--- config.mk ---
export PLATFORM = sky130hd
export DESIGN_NAME = and_operand_sweeper
export DESIGN_NICKNAME = d
export VERILOG_FILES = /design/src/rtl/and_operand_sweeper.sv
export SDC_FILE = /design/constraint.sdc
export NUM_CORES = 1
export LEC_CHECK = 0
export CAP_MARGIN = 25
export CORE_AREA = 2 2 39 41
export CTS_CLUSTER_SIZE = 28
export DETAILED_ROUTE_END_ITERATION = 8
export DIE_AREA = 0 0 41 43
export GPL_TIMING_DRIVEN = 0
export SLEW_MARGIN = 20
export SYNTH_ARGS = -nofsm -noshare
export SYNTH_HDL_FRONTEND = slang
export SYNTH_SLANG_ARGS = --single-unit
--- constraint.sdc ---
create_clock -name clock_in -period 1.83 [get_ports clock_in]
set_clock_uncertainty 0.2 [all_clocks]
set_input_delay 0.366 -clock clock_in [delete_from_list [all_inputs] [get_ports clock_in]]
set_output_delay 0.366 -clock clock_in [all_outputs]
set_load 0.05 [all_outputs]
--- src/rtl/and_operand_sweeper.sv ---
// and_operand_sweeper: registered operand generator for the AND-gate datapath.
// On start it walks a 2*INPUT_WIDTH-bit pattern index through every value,
// splitting it into operand A (low half) and operand B (high half), holding
// each pair for HOLD_CYCLES clocks. Flags valid, last-pattern and completion.
//
// Optional feature: define AND_OPGEN_REPEAT_EN to add the repeat_in port, which
// lets the sweep wrap back to pattern 0 instead of finishing through DONE.
//
// Every output is decoded from registered state only, so no input reaches an
// output combinationally and the async reset clears all outputs at once.

module and_operand_sweeper #(
  parameter int unsigned INPUT_WIDTH = 1,
  parameter int unsigned HOLD_CYCLES = 1
) (
  input  logic                   clock_in,
  input  logic                   reset_n_in,
  input  logic                   start_in,
`ifdef AND_OPGEN_REPEAT_EN
  input  logic                   repeat_in,
`endif
  output logic [INPUT_WIDTH-1:0] a_out,
  output logic [INPUT_WIDTH-1:0] b_out,
  output logic                   valid_out,
  output logic                   last_out,
  output logic                   busy_out,
  output logic                   done_out
);

  localparam int unsigned IdxW  = 2 * INPUT_WIDTH;
  // A single-cycle hold still needs a 1-bit counter so the logic stays uniform.
  localparam int unsigned HcntW = (HOLD_CYCLES > 1) ? $clog2(HOLD_CYCLES) : 1;
  localparam logic [HcntW-1:0] HcntMax = HcntW'(HOLD_CYCLES - 1);

  typedef enum logic [1:0] {
    StIdle,
    StSweep,
    StDone
  } state_e;

  state_e           state_q, state_d;
  logic [IdxW-1:0]  idx_q, idx_d;
  logic [HcntW-1:0] hcnt_q, hcnt_d;

  logic hold_end;
  logic idx_last;

  assign hold_end = (hcnt_q == HcntMax);
  assign idx_last = &idx_q;

  // State, pattern index and hold counter; reset aborts any sweep immediately.
  always_ff @(posedge clock_in or negedge reset_n_in) begin
    if (!reset_n_in) begin
      state_q <= StIdle;
      idx_q   <= '0;
      hcnt_q  <= '0;
    end else begin
      state_q <= state_d;
      idx_q   <= idx_d;
      hcnt_q  <= hcnt_d;
    end
  end

  // Next-state: start only in IDLE, step hold/index in SWEEP, DONE lasts one cycle.
  always_comb begin
    state_d = state_q;
    idx_d   = idx_q;
    hcnt_d  = hcnt_q;
    unique case (state_q)
      StIdle: begin
        if (start_in) begin
          state_d = StSweep;
          idx_d   = '0;
          hcnt_d  = '0;
        end
      end
      StSweep: begin
        if (!hold_end) begin
          hcnt_d = hcnt_q + 1'b1;
        end else begin
          hcnt_d = '0;
          // Termination is decided on the all-ones index before the wrap happens.
          if (idx_last) begin
            idx_d = '0;
`ifdef AND_OPGEN_REPEAT_EN
            if (!repeat_in) begin
              state_d = StDone;
            end
`else
            state_d = StDone;
`endif
          end else begin
            idx_d = idx_q + 1'b1;
          end
        end
      end
      StDone: begin
        state_d = StIdle;
        idx_d   = '0;
        hcnt_d  = '0;
      end
      default: begin
        state_d = StIdle;
        idx_d   = '0;
        hcnt_d  = '0;
      end
    endcase
  end

  // Outputs decoded from registered state; operands are forced to 0 outside SWEEP.
  always_comb begin
    a_out     = '0;
    b_out     = '0;
    valid_out = 1'b0;
    last_out  = 1'b0;
    busy_out  = 1'b0;
    done_out  = 1'b0;
    if (state_q == StSweep) begin
      a_out     = idx_q[INPUT_WIDTH-1:0];
      b_out     = idx_q[IdxW-1:INPUT_WIDTH];
      valid_out = 1'b1;
      busy_out  = 1'b1;
      last_out  = idx_last;
    end
    if (state_q == StDone) begin
      done_out = 1'b1;
    end
  end

endmodule

==> impl_results.md <==
* Sequential fraction of the synthesis area at 0.447
* Post-Route WL at around 410 um
* Share of layout cells above drive strength 1 at 0.633
* Most frequent cells in the layout: buf_4, and2_2, clkbuf_4
* Slowest cell delay on critical path at around 0.41 ns
* Fillers at about 170
* Largest net degree at the start of global routing at 8
* Crit Path Max Fanout at 4
* Nets at 36
* Initial DRC count at 0
* Vias in the first global route at between 150 and 200
* Design area at 335 um^2
* Number of port buffers at 8
* Gpl congestion at ~0.65
* Crit path cell chain: ha_2, and2_2, buf_4
* Die area at 1760 um^2
* Routed len/inst at about 9.0 um
* Mapped Area at approximately 220 um^2
* CTS Buf Count at 3
* Global-route wire length before repair at 634 um
* Critical path required time at roughly 1.3 ns
* GRT Overall Usage at 0.0605
* Placed Instances at 43
* CTS tree: done
* Distinct cells, synth at 11
* Cells after Synth at 19
* Initial core utilization at 0.162
* Top delay family on crit path: flip-flops
* Routed vias/inst at 3.74
* Finished Layout Cells at 46
* Slowest CP cell: dfrtp_1
* Area growth, synth to finish at 49.7%
* Commonest non-fill, non-tap cell in the layout: buf_4
* Worst skew pair latency at between 0.2 and 0.25 ns
* Placed standard-cell area at between 300 and 400 um^2
* Startpoint Class: flip-flop
* Slew Limit Fails at 0
* Core area at 1380 um^2
* Drt drc at 0
* CTS Hold Bufs at 0
* Routed vias at between 150 and 200
* # clock sinks at 4
* Num rows at 14
* MaxCap Viol Count at 0
* Die W at ~40 um
* HP Class: primary input to asynchronous set/reset pin
* Die H at 43 um
* Worst path arrival time at about 1.2 ns
* Status: complete, no violations
* Final Cycle Share at 0.978
* Diodes inserted at 0
* Fmax at 0.559 GHz
* Clk buf depth at 2
* Measured slew at the worst slew-check pin at between 0.2 and 0.25 ns
* Synthesized net count at 23
* H-tree Lvls at 1
* Crit path buf inv count at 1
* Clock-pin slew on the worst setup and hold paths at 0.04 ns
* Setup CP Type: flip-flop to output pin
* 1st-pass router iterations at 1
* Overflow after GRT at 0
* Max-slew headroom at 0.836
* Clock root cell: clkbuf_4
* Hold Slack at 0.131 ns
* Hold Vio Cnt, Final at 0
* Routed Antenna Nets at 0
* RSZ-0062 raised after global routing: no
* Flops & latches, synth at 4
* Final Core Density at 0.242
* Mean post-synth cell area at approximately 12 um^2
* Initial antenna violation count at 0
* Final setup violation count at 0
* Warnings, synthesis at 0
* Top-level I/O count at 9
* Setup crit end kind: output pin
* Tmin final at ~1.8 ns
==> kinds of logic after synthesis <==
kind of cell / synth area share
AOI/OAI and AO/OA: 0.106
adders and majority gates: 0.0559
buffers and inverters: 0.0503
DFF: 0.447
and+or+nand+nor: 0.341
==> worst paths after layout <==
| kind | slack, ns | depth (start not counted) | from | end |
|---|---|---|---|---|
| hold reg to reg | 0.33 | 1 | state_q[0] | state_q[0] |
| max in group asynchronous | 1.13 | 1 | reset_n_in | state_q[1] |
| hold / removal | 0.13 | 1 | reset_n_in | idx_q[0] |
| setup / recovery | 0.04 | 3 | idx_q[0] | last_out |
| setup reg to reg | 0.58 | 3 | idx_q[0] | idx_q[0] |
| min in group clock_in | 0.33 | 1 | state_q[0] | state_q[0] |
==> worst reg2reg max path, cell delays in order, from the launching register on <==
cell and delay (ns):
dfrtp_1 0.41, ha_2 0.23, nor4b_2 0.21, a31o_1 0.14
==> metal layers <==
metal	track usage	vias to the layer above	wire [um]
met2	0.0656	6	214
li1	-	88	-
met3	0.0157	0	29
met4	0.0800	0	0
met1	0.0784	78	170
met5	0	-	0
==> sequential cells by signal, indices dropped and copies added, names as in the netlist <==
signal	cells
idx_q	2
state_q	2
==> per-stage QoR <==
step,TNS [ns],setup WS (ns)
floorplan,0,0.0965
finish,0,0.0410
CTS,0,0.00386
global route,0,0.00237
detailed placement,-1.68,-0.339
global placement,-1.64,-0.330
==> timing repair <==
action                                  in CTS  in global routing
resized for setup                           34                  3
endpoints found under the setup margin       6                  4
buffers inserted                             0                  0
endpoints found under the hold margin        0                  0
==> synth_stat cells, drive strengths merged <==
library cell / instances / area share
and2: 4 / 0.11
dfrtp: 4 / 0.45
nor2: 2 / 0.034
nor4b: 2 / 0.13
a211oi: 1 / 0.034
a21o: 1 / 0.034
a31o: 1 / 0.039
buf: 1 / 0.034
ha: 1 / 0.056
inv: 1 / 0.017
nor2b: 1 / 0.061
==> area by class of cell <==
cell class / instances / area, um^2 / share of cell area
multi-input combinational: 13 / 119 / 0.354
buffer: 1 / 7.51 / 0.0224
inverter: 1 / 3.75 / 0.0112
clock buffer: 3 / 22.5 / 0.0672
tap: 16 / 20.0 / 0.0597
sequential: 4 / 103 / 0.306
timing repair buffer: 8 / 60.1 / 0.179
Power is not shown: default switching activity piles up to over one toggle a cycle in this logic, so the estimate is an artifact.
